--- src/rtl/cpu_top.sv ---
`default_nettype none
// ============================================================================
//  Module      : cpu_top
//  Description : Self-contained 8-bit multicycle CPU. It contains an FSM
//                control unit, a 4x8 register file, an ALU, the PC, two
//                instruction registers and a unified 256x8 instruction/data
//                memory that powers up holding INIT_PROGRAM. Every internal
//                datapath and control signal is exported for observation.
//  Revision    : 1.0 - initial release
// ----------------------------------------------------------------------------
//  Ports
//    clk         in   1  rising-edge clock
//    reset       in   1  asynchronous active-low reset
//    memEnable   out  1  memory write enable (MEM state of ST only)
//    memAdr      out  8  memory address = adrSelect ? ir2 : pc
//    memWD       out  8  memory write data = reg[rd]
//    memRD       out  8  combinational read data mem[memAdr]
//    aluoutM     out  8  ALU result registered every cycle
//    aluout      out  8  combinational ALU result
//    pcNext      out  8  pcSelect ? ir2 : aluout
//    pc          out  8  program counter
//    aluIn1      out  8  op1Sel ? reg[rd] : pc
//    aluIn2      out  8  op2Sel ? operandB : 1
//    pcSelect, pcEnable, adrSelect, ir1En, ir2En, op1Sel, op2Sel, regWrite
//                out  1  FSM control signals
//    aluControl  out  3  000 add, 001 sub, 010 and, 011 or
// ============================================================================
module cpu_top #(
    parameter int         MEM_DEPTH = 256,
    parameter logic [7:0] INIT_PROGRAM [0:MEM_DEPTH-1] = '{
        0: 8'h40, 1: 8'h03,     // ADDI R0,3
        2: 8'h44, 3: 8'h01,     // ADDI R1,1
        4: 8'h01, 5: 8'h00,     // ADD  R0,R1
        6: 8'h60, 7: 8'h80,     // ST   R0,[0x80]
        8: 8'hF0, 9: 8'h00,     // HALT
        default: 8'h00
    }
) (
    input  logic       clk,
    input  logic       reset,
    output logic       memEnable,
    output logic [7:0] memAdr,
    output logic [7:0] memWD,
    output logic [7:0] memRD,
    output logic [7:0] aluoutM,
    output logic [7:0] aluout,
    output logic [7:0] pcNext,
    output logic [7:0] pc,
    output logic [7:0] aluIn1,
    output logic [7:0] aluIn2,
    output logic       pcSelect,
    output logic       pcEnable,
    output logic       adrSelect,
    output logic       ir1En,
    output logic       ir2En,
    output logic       op1Sel,
    output logic       op2Sel,
    output logic       regWrite,
    output logic [2:0] aluControl
);

    localparam logic [3:0] c_OP_ADD  = 4'h0;
    localparam logic [3:0] c_OP_SUB  = 4'h1;
    localparam logic [3:0] c_OP_AND  = 4'h2;
    localparam logic [3:0] c_OP_OR   = 4'h3;
    localparam logic [3:0] c_OP_ADDI = 4'h4;
    localparam logic [3:0] c_OP_LD   = 4'h5;
    localparam logic [3:0] c_OP_ST   = 4'h6;
    localparam logic [3:0] c_OP_BEQ  = 4'h7;
    localparam logic [3:0] c_OP_JMP  = 4'h8;
    localparam logic [3:0] c_OP_HALT = 4'hF;

    localparam logic [2:0] c_ALU_ADD = 3'b000;
    localparam logic [2:0] c_ALU_SUB = 3'b001;
    localparam logic [2:0] c_ALU_AND = 3'b010;
    localparam logic [2:0] c_ALU_OR  = 3'b011;

    typedef enum logic [2:0] {
        S_FETCH1 = 3'd0,
        S_FETCH2 = 3'd1,
        S_EXEC   = 3'd2,
        S_WB     = 3'd3,
        S_MEM    = 3'd4,
        S_HALT   = 3'd5
    } state_t;

    state_t     r_state;
    state_t     w_next_state;

    logic [7:0] r_pc;
    logic [7:0] r_ir1;
    logic [7:0] r_ir2;
    logic [7:0] r_aluoutM;
    logic [7:0] r_regs [0:3];

    // Memory is deliberately outside the reset domain: its power-up image is
    // the program, and reset must leave stored data intact.
    logic [7:0] r_mem [0:MEM_DEPTH-1] = INIT_PROGRAM;

    logic [3:0] w_opcode;
    logic [1:0] w_rd;
    logic [1:0] w_rs;
    logic [7:0] w_rd_val;
    logic [7:0] w_rs_val;
    logic       w_use_rs;
    logic [7:0] w_operand_b;
    logic       w_regs_equal;
    logic [7:0] w_reg_wd;

    // ------------------------------------------------------------------------
    // Instruction decode and operand selection
    // ------------------------------------------------------------------------
    assign w_opcode = r_ir1[7:4];
    assign w_rd     = r_ir1[3:2];
    assign w_rs     = r_ir1[1:0];
    assign w_rd_val = r_regs[w_rd];
    assign w_rs_val = r_regs[w_rs];

    // Register-register instructions (ADD/SUB/AND/OR) and BEQ take their
    // second operand from rs; everything else uses the immediate byte.
    assign w_use_rs    = (w_opcode[3:2] == 2'b00) || (w_opcode == c_OP_BEQ);
    assign w_operand_b = w_use_rs ? w_rs_val : r_ir2;

    // Same condition as the SUB result being zero, computed directly from the
    // register file so the branch decision does not loop back through the
    // ALU controls produced by the FSM.
    assign w_regs_equal = (w_rd_val == w_rs_val);

    assign aluIn1 = op1Sel ? w_rd_val : r_pc;
    assign aluIn2 = op2Sel ? w_operand_b : 8'd1;

    always_comb begin
        aluout = 8'h00;
        case (aluControl)
            c_ALU_ADD: aluout = aluIn1 + aluIn2;
            c_ALU_SUB: aluout = aluIn1 - aluIn2;
            c_ALU_AND: aluout = aluIn1 & aluIn2;
            c_ALU_OR:  aluout = aluIn1 | aluIn2;
            default:   aluout = 8'h00;
        endcase
    end

    assign pcNext  = pcSelect ? r_ir2 : aluout;
    assign pc      = r_pc;
    assign aluoutM = r_aluoutM;

    // ------------------------------------------------------------------------
    // Memory: combinational read, synchronous write
    // ------------------------------------------------------------------------
    assign memAdr = adrSelect ? r_ir2 : r_pc;
    assign memRD  = r_mem[memAdr];
    assign memWD  = w_rd_val;

    always_ff @(posedge clk) begin
        if (memEnable) begin
            r_mem[memAdr] <= memWD;
        end
    end

    // Register writeback source: loads come straight from memory in MEM,
    // ALU results come from the registered ALU output in WB.
    assign w_reg_wd = (r_state == S_MEM) ? memRD : r_aluoutM;

    // ------------------------------------------------------------------------
    // Datapath registers
    // ------------------------------------------------------------------------
    always_ff @(posedge clk or negedge reset) begin
        if (!reset) begin
            r_pc      <= 8'h00;
            r_ir1     <= 8'h00;
            r_ir2     <= 8'h00;
            r_aluoutM <= 8'h00;
            for (int i = 0; i < 4; i++) begin
                r_regs[i] <= 8'h00;
            end
        end else begin
            r_aluoutM <= aluout;
            if (pcEnable) begin
                r_pc <= pcNext;
            end
            if (ir1En) begin
                r_ir1 <= memRD;
            end
            if (ir2En) begin
                r_ir2 <= memRD;
            end
            if (regWrite) begin
                r_regs[w_rd] <= w_reg_wd;
            end
        end
    end

    // ------------------------------------------------------------------------
    // Control FSM
    // ------------------------------------------------------------------------
    always_ff @(posedge clk or negedge reset) begin
        if (!reset) begin
            r_state <= S_FETCH1;
        end else begin
            r_state <= w_next_state;
        end
    end

    always_comb begin
        w_next_state = r_state;
        pcSelect     = 1'b0;
        pcEnable     = 1'b0;
        adrSelect    = 1'b0;
        ir1En        = 1'b0;
        ir2En        = 1'b0;
        op1Sel       = 1'b0;
        op2Sel       = 1'b0;
        regWrite     = 1'b0;
        memEnable    = 1'b0;
        aluControl   = c_ALU_ADD;

        case (r_state)
            S_FETCH1: begin
                // pc <= pc + 1 through the ALU while latching the first byte
                ir1En        = 1'b1;
                pcEnable     = 1'b1;
                w_next_state = S_FETCH2;
            end

            S_FETCH2: begin
                ir2En        = 1'b1;
                pcEnable     = 1'b1;
                w_next_state = S_EXEC;
            end

            S_EXEC: begin
                case (w_opcode)
                    c_OP_ADD, c_OP_SUB, c_OP_AND, c_OP_OR: begin
                        op1Sel       = 1'b1;
                        op2Sel       = 1'b1;
                        aluControl   = {1'b0, w_opcode[1:0]};
                        w_next_state = S_WB;
                    end
                    c_OP_ADDI: begin
                        op1Sel       = 1'b1;
                        op2Sel       = 1'b1;
                        aluControl   = c_ALU_ADD;
                        w_next_state = S_WB;
                    end
                    c_OP_LD, c_OP_ST: begin
                        w_next_state = S_MEM;
                    end
                    c_OP_BEQ: begin
                        op1Sel     = 1'b1;
                        op2Sel     = 1'b1;
                        aluControl = c_ALU_SUB;
                        if (w_regs_equal) begin
                            pcSelect = 1'b1;
                            pcEnable = 1'b1;
                        end
                        w_next_state = S_FETCH1;
                    end
                    c_OP_JMP: begin
                        pcSelect     = 1'b1;
                        pcEnable     = 1'b1;
                        w_next_state = S_FETCH1;
                    end
                    c_OP_HALT: begin
                        w_next_state = S_HALT;
                    end
                    default: begin
                        w_next_state = S_FETCH1;
                    end
                endcase
            end

            S_WB: begin
                regWrite     = 1'b1;
                w_next_state = S_FETCH1;
            end

            S_MEM: begin
                adrSelect = 1'b1;
                if (w_opcode == c_OP_ST) begin
                    memEnable = 1'b1;
                end else begin
                    regWrite = 1'b1;
                end
                w_next_state = S_FETCH1;
            end

            S_HALT: begin
                w_next_state = S_HALT;
            end

            default: begin
                w_next_state = S_FETCH1;
            end
        endcase
    end

endmodule
`default_nettype wire

--- config.mk ---
export PLATFORM = sky130hd
export DESIGN_NAME = cpu_top
export DESIGN_NICKNAME = d
export VERILOG_FILES = /design/src/rtl/cpu_top.sv
export SDC_FILE = /design/constraint.sdc
export NUM_CORES = 2
export LEC_CHECK = 0
export ABC_AREA = 1
export BUFFER_PORTS_ARGS = -buffer_cell sky130_fd_sc_hd__clkbuf_2
export CAP_MARGIN = 20
export CORE_ASPECT_RATIO = 0.75
export CORE_MARGIN = 10
export CORE_UTILIZATION = 35
export DETAILED_ROUTE_END_ITERATION = 6
export PLACE_DENSITY_LB_ADDON = 0.25
export REMOVE_ABC_BUFFERS = 1
export SYNTH_ARGS = -nofsm -noshare
export SYNTH_HDL_FRONTEND = slang
export SYNTH_SLANG_ARGS = --single-unit
--- constraint.sdc ---
create_clock -name clk -period 20.2 [get_ports clk]
set_input_delay 2.02 -clock clk [delete_from_list [all_inputs] [get_ports clk]]
set_output_delay 2.02 -clock clk [all_outputs]
set_load 0.02 [all_outputs]
# --- After elaboration in Yosys (flattened, before gate mapping) ---
# Memories as Yosys holds them, arrays and structs flattened.
# Cells that the tools add are included.
totals:
  mem_bits_rw: 2048
  mem_count: 1
  input_bits: 2
  regBits: 67
  word_cells: 83
memory_table:
  columns: ["memory", "depth", "word_bits", "read_ports", "rd_clocked_by_memory_dff", "write_ports", "line", "text"]
  rows:
  - ["r_mem", 256, 8, 1, 0, 1, "98", "logic [7:0] r_mem [0:MEM_DEPTH-1] = INIT_PROGRAM;"]
op_classes:
  addsub: 2
  n_reduce_logical: 11
  bitwise_logic: 4
  n_eq_ne: 18
  n_mux: 35
  order_cmp: 3
op_table:
  columns: ["cell", "count"]
  rows:
  - ["$mux W8", 11]
  - ["$bmux W8 S2", 2]
  - ["$bwmux W32", 1]
  - ["$pmux W8 S4", 1]
  - ["$demux W8 S2", 1]
  - ["$eq A4 B3 Y1 const B", 4]
  - ["$mux W1", 12]
  - ["$pmux W3 S4", 1]
  - ["$pmux W3 S3", 1]
  - ["$add A8 B8 Y8", 1]
  - ["$and A8 B8 Y8", 1]
  - ["$eq A4 B2 Y1 const B", 2]
  - ["$eq A4 B4 Y1 const B", 2]
  - ["$eq A8 B8 Y1", 1]
  - ["$or A8 B8 Y8", 1]
  - ["$sub A8 B8 Y8", 1]
  - ["$eq A3 B1 Y1 const B", 2]
  - ["$eq A3 B2 Y1 const B", 2]
  - ["$eq A3 B3 Y1 const B", 2]
  - ["$ge A3 B3 Y1 const B", 2]
  - ["$logic_not A3 Y1", 2]
  - ["$not A2 Y3", 2]
  - ["$pmux W1 S2", 3]
  - ["$reduce_or A6 Y1", 1]
  - ["other kinds (12)", 14]

# --- Logic depth before layout (Yosys ltp) ---
logic_depth:
  word_depth: 9
  mapped_depth: 28
  depth_no_buf: 26

# --- Least setup slack after synthesis ---
# OpenSTA, ideal clock, no wires.
synth_timing:
  kind: "register to register"
  start: "register r_ir1[2]"
  end: "memory r_mem[0][7] (data pin)"
  n_path_buf: 0
  path_stages_with_launch: 5
  setup_time_ns: 2.180
  synth_period_minus_slack_ns: 12.871
  arrival_ns: 10.691
  path_slack_ns: 7.329
  path_cell_list: "dfrtp_1 inv_1 nand2_1 o22ai_1 nor3_1"
synth_between:
  elab_chain_cells: 4
synth_rtl:
  columns: ["item", "line", "text"]
  rows:
  - ["start: declaration", "91", "logic [7:0] r_ir1;"]
  - ["start signal: assignment", "182", "r_ir1 <= memRD;"]
  - ["$not A2 Y3 (not written as such)", "116", "assign w_rd_val = r_regs[w_rd];"]
  - ["$bmux W8 S2", "116", null]
  - ["$mux W8 (not written as such) (2 in a row)", "116", null]
  - ["net memWD[7]", "43", "output logic [7:0] memWD,"]
  - ["end: declaration", "98", null]
# The timed path passes the listed nets, and every way through them passes these cells. The select of a mux whose other input is x is not followed.

# --- Worst setup path in the final report ---
layout_timing:
  start: "register r_state[1]"
  end: "output memRD[4]"
layout_between:
  elab_chain_cells: 4
layout_rtl:
  columns: ["item", "line", "text"]
  rows:
  - ["start: declaration", "87", "state_t r_state;"]
  - ["start signal: assignment", "200", "r_state <= w_next_state;"]
  - ["$eq A3 B3 Y1", "217", "case (r_state)"]
  - ["$mux W1", "217", null]
  - ["$mux W8", "150", "assign memAdr = adrSelect ? r_ir2 : r_pc;"]
  - ["$mem_v2 Z256 W8", null, null]
  - ["end: declaration", "44", "output logic [7:0] memRD,"]
# No other way between the ends.

==> impl_metrics.py <==
metrics = {
    "worst_setup_path": {
        "r2r-start": "r_state[1]",
        "r2r_cells": 20,
        "regToRegEndpoint": "r_ir1[4]",
        "critPathLaunchType": "flip-flop",
        "path_class": "flip-flop to output port",
        "crit_arrival_ns": 7.08,
        "cp-end-kind": "output port",
        "cp_max_fo": 113,
        "reg2reg_setup_slack_ns": 13.89,
        "worstPathRequired_ns": 18.18,
    },
    "sta": {
        "fin_crit_ns": 9.10,
        "tightest_slew_ns": 1.16,
        "skew_ns": 0.0401,
        "maxSlewHeadroom": 0.225,
        "postLayoutSetupSlackWorst_ns": 11.10,
        "finalSetupViolCount": 0,
        "fmax_mhz": 110,
        "final_hold_viol_count": 0,
        "timing.hold.ws_ns": 0.506,
        "fin_crit_sh": 0.451,
        "slew_viol_final": 0,
        "rsz0062_at_grt": "false",
    },
    "synth": {
        "synthArstFlopShare": 0.0317,
        "synth-seq-cells": 2115,
        "synth_cell_types": 48,
        "synth-edff-count": 2048,
        "synth.cell_area_um2": 89600,
        "syn_area_per_cell_um2": 10.2,
        "ys_seq_area_frac": 0.705,
        "syn_inst": 8753,
        "ys_warn_count": 0,
        "ys_dominant_reg_cell": "edfxtp_1",
    },
    "min_path": {
        "holdCritStartpoint": "r_regs[2]",
        "min_path_cells": 2,
        "hold_end": "r_regs[2]",
        "hp-class": "flip-flop to flip-flop",
    },
    "placed_design": {
        "preCtsSetupSlack_ns": 12.03,
        "numPortBuffers": 84,
        "place_inst": 11916,
        "place_congestion": 0.866,
        "dp_hpwl_um": 156000,
    },
    "final_layout": {
        "nNetsFinal": 8733,
        "ff_latch_area_um2": 63200,
        "area_delta_synth_final_pct": 11.4,
        "multi_input_area_um2": 24100,
        "layout-drive-gt1-share": 0.0601,
        "finalNonFillerCells": 12275,
        "nFillCells": 24693,
    },
    "floorplan": {
        "io_pins": 86,
        "core-area_um2": 254000,
        "initial_core_util": 0.353,
        "fp.dieH_um": 458,
        "std_cell_rows": 160,
        "die_w_um": 604,
        "fp.dieArea_um2": 277000,
    },
    "grt": {
        "grt_max_degree": 197,
        "grt-ovfl-total": 0,
        "grt_usage": 0.195,
        "grt_pass1_vias": 58556,
        "grt_first_pass_wirelength_um": 408000,
        "grt_antenna_before_repair": 18,
    },
    "flow_run": {
        "maxCapViolations": 0,
    },
    "clocking": {
        "cts_resized": 0,
        "post_cts_buffers": 0,
        "cts_root_buffer": "clkbuf_16",
        "htreeDepth": 4,
        "cts_hold_buf": 0,
        "path_clk_slew_ns": 0.06,
        "clock_sinks": 2115,
        "cts_tree": "yes",
        "clock_latency_ns": 0.85,
        "cts_made_buffers": 205,
        "cts_buffer_depth": 4,
    },
    "outcome": {
        "outcome": "completed",
    },
    "power": {
        "report.power.total_mw": 8.48,
        "ir_worst_vdd_uv": 62.0,
        "leakagePower_nw": 35.3,
        "power_density_nw_per_um2": 85.0,
    },
    "route": {
        "wl_um": 281000,
        "viasPerCell": 5.07,
        "drc": 0,
        "firstDrtPassIters": 6,
        "ant_nets": 0,
        "vias": 62182,
        "wl_per_cell_um": 22.9,
        "drtIter0Drc": 7357,
    },
}
==> power by group <==
group / internal (mW) / total (mW) / leakage (nW) / switching [mW]
logic: 0.000190 / 0.00307 / 17.3 / 0.00286
registers: 4.73 / 4.73 / 14.9 / 0
clock network: 2.09 / 3.75 / 3.10 / 1.66
total: 6.82 / 8.48 / 35.3 / 1.66
==> registers in the layout (all words and copies together) (netlist names) <==
register  count
r_ir2         8
r_regs       32
aluoutM       8
r_mem      2048
r_ir1         8
r_state       3
pc            8
==> routing by layer <==
metal / GRT usage / vias up / part of all wire
met3: 0.0431 / 388 / 0.096
met4: 0.0406 / 4 / 0.021
met5: 0 / - / 0.000078
li1: - / 28628 / -
met1: 0.295 / 30533 / 0.46
met2: 0.287 / 2629 / 0.42
==> cell type report <==
class	count	share of cell area
Timing Repair Buffer	199	0.0147
Tap cell	3402	0.0427
Multi-Input combinational cell	6076	0.241
Clock buffer	253	0.0548
Clock inverter	105	0.00838
Antenna cell	1	0.0000251
Sequential cell	2115	0.633
Inverter	124	0.00504
==> per-stage QoR <==
stage,utilization,instance area [um^2],TNS [ns]
5_1_grt,0.393,99800,0
3_3_place_gp,0.368,93400,0
6_report,0.393,99800,0
3_5_place_dp,0.368,93500,0
2_1_floorplan,-,87500,-2626.65
4_1_cts,0.393,99800,0
==> critical path, stage by stage, from the launching register on <==
cell and delay [ns]:
dfrtp_1 0.45, nor2_4 0.24, nand3_4 0.56, nand2_8 0.69
buf_12 0.47, buf_4 0.75, buf_4 0.77, nand2_1 0.10
nand2_1 0.10, nand2_1 0.05, nand2_1 0.09, nand2_1 0.05
nand2_1 0.08, nor2_1 0.07, nor2_1 0.57, nor2_1 0.11
nand3_1 0.20, nor2_1 0.15, nand2_1 0.31, clkbuf_2 0.24
==> Yosys cell counts (6+ instances only) <==
cell | instances | area, um^2
nand4_1 | 16 | 100
nand3_1 | 304 | 1520
o21ai_0 | 93 | 465
nor2_1 | 536 | 2010
buf_4 | 10 | 75.1
o21ai_1 | 57 | 285
ha_1 | 9 | 113
o21ai_2 | 6 | 52.6
dfrtp_1 | 67 | 1680
nand2_1 | 4915 | 18400
a21oi_1 | 60 | 300
o22ai_1 | 7 | 43.8
xor2_1 | 7 | 61.3
buf_1 | 15 | 56.3
buf_2 | 247 | 1240
or2_2 | 10 | 62.6
inv_2 | 10 | 37.5
nor3_1 | 7 | 35.0
edfxtp_1 | 2048 | 61500
nor2_2 | 7 | 43.8
inv_1 | 110 | 413
clkbuf_1 | 162 | 608
==> worst max-delay path by stage <==
| stage | slack [ns] | end | from | cells after the start |
|---|---|---|---|---|
| final | 11.10 | memRD[4] | r_state[1] | 19 |
| after global routing | 10.77 | memRD[4] | r_state[1] | 19 |
| after CTS | 11.11 | memRD[4] | r_state[1] | 19 |
| after detailed placement | 12.03 | memRD[4] | r_state[1] | 19 |
| after global placement | 11.38 | memRD[6] | r_state[1] | 20 |
| after floorplan | -4.87 | memRD[6] | r_state[1] | 14 |
==> placed cells by master (no fill, tap or decap), types with 7 or more instances in the layout <==
master,netlist,layout
nand4_1,16,16
bufinv_16,0,14
nor2_2,7,7
inv_2,10,10
clkinv_2,0,33
edfxtp_1,2048,2048
o21ai_1,57,60
o21ai_0,93,89
dfrtp_1,67,67
nand3_1,304,298
clkbuf_1,162,40
ha_1,9,9
xor2_1,7,7
nand2_1,4915,4912
or2_2,10,10
clkinv_1,4,55
clkbuf_2,1,83
clkbuf_16,0,212
buf_12,0,15
buf_4,10,100
nor2_1,536,528
nor2_4,2,10
a21oi_1,60,60
inv_1,110,105
o22ai_1,7,7
==> kinds of logic (layout without fill, tap and decap cells) <==
kind of cell             after synthesis  in the layout  share of synthesized area
AND/OR/NAND/NOR                     5811           5811                      0.250
flip-flops                          2115           2115                      0.705
buffers and inverters                562            681                     0.0277
AO/OA/AOI/OAI                        243            243                     0.0147
adder cells (fa/ha/maj)               10             10                    0.00148
XOR/XNOR                              10             10                   0.000978
other                                  1              2                  0.0000419
multiplexers                           1              1                   0.000112
Note: power is estimated with default switching activity, not from simulation.
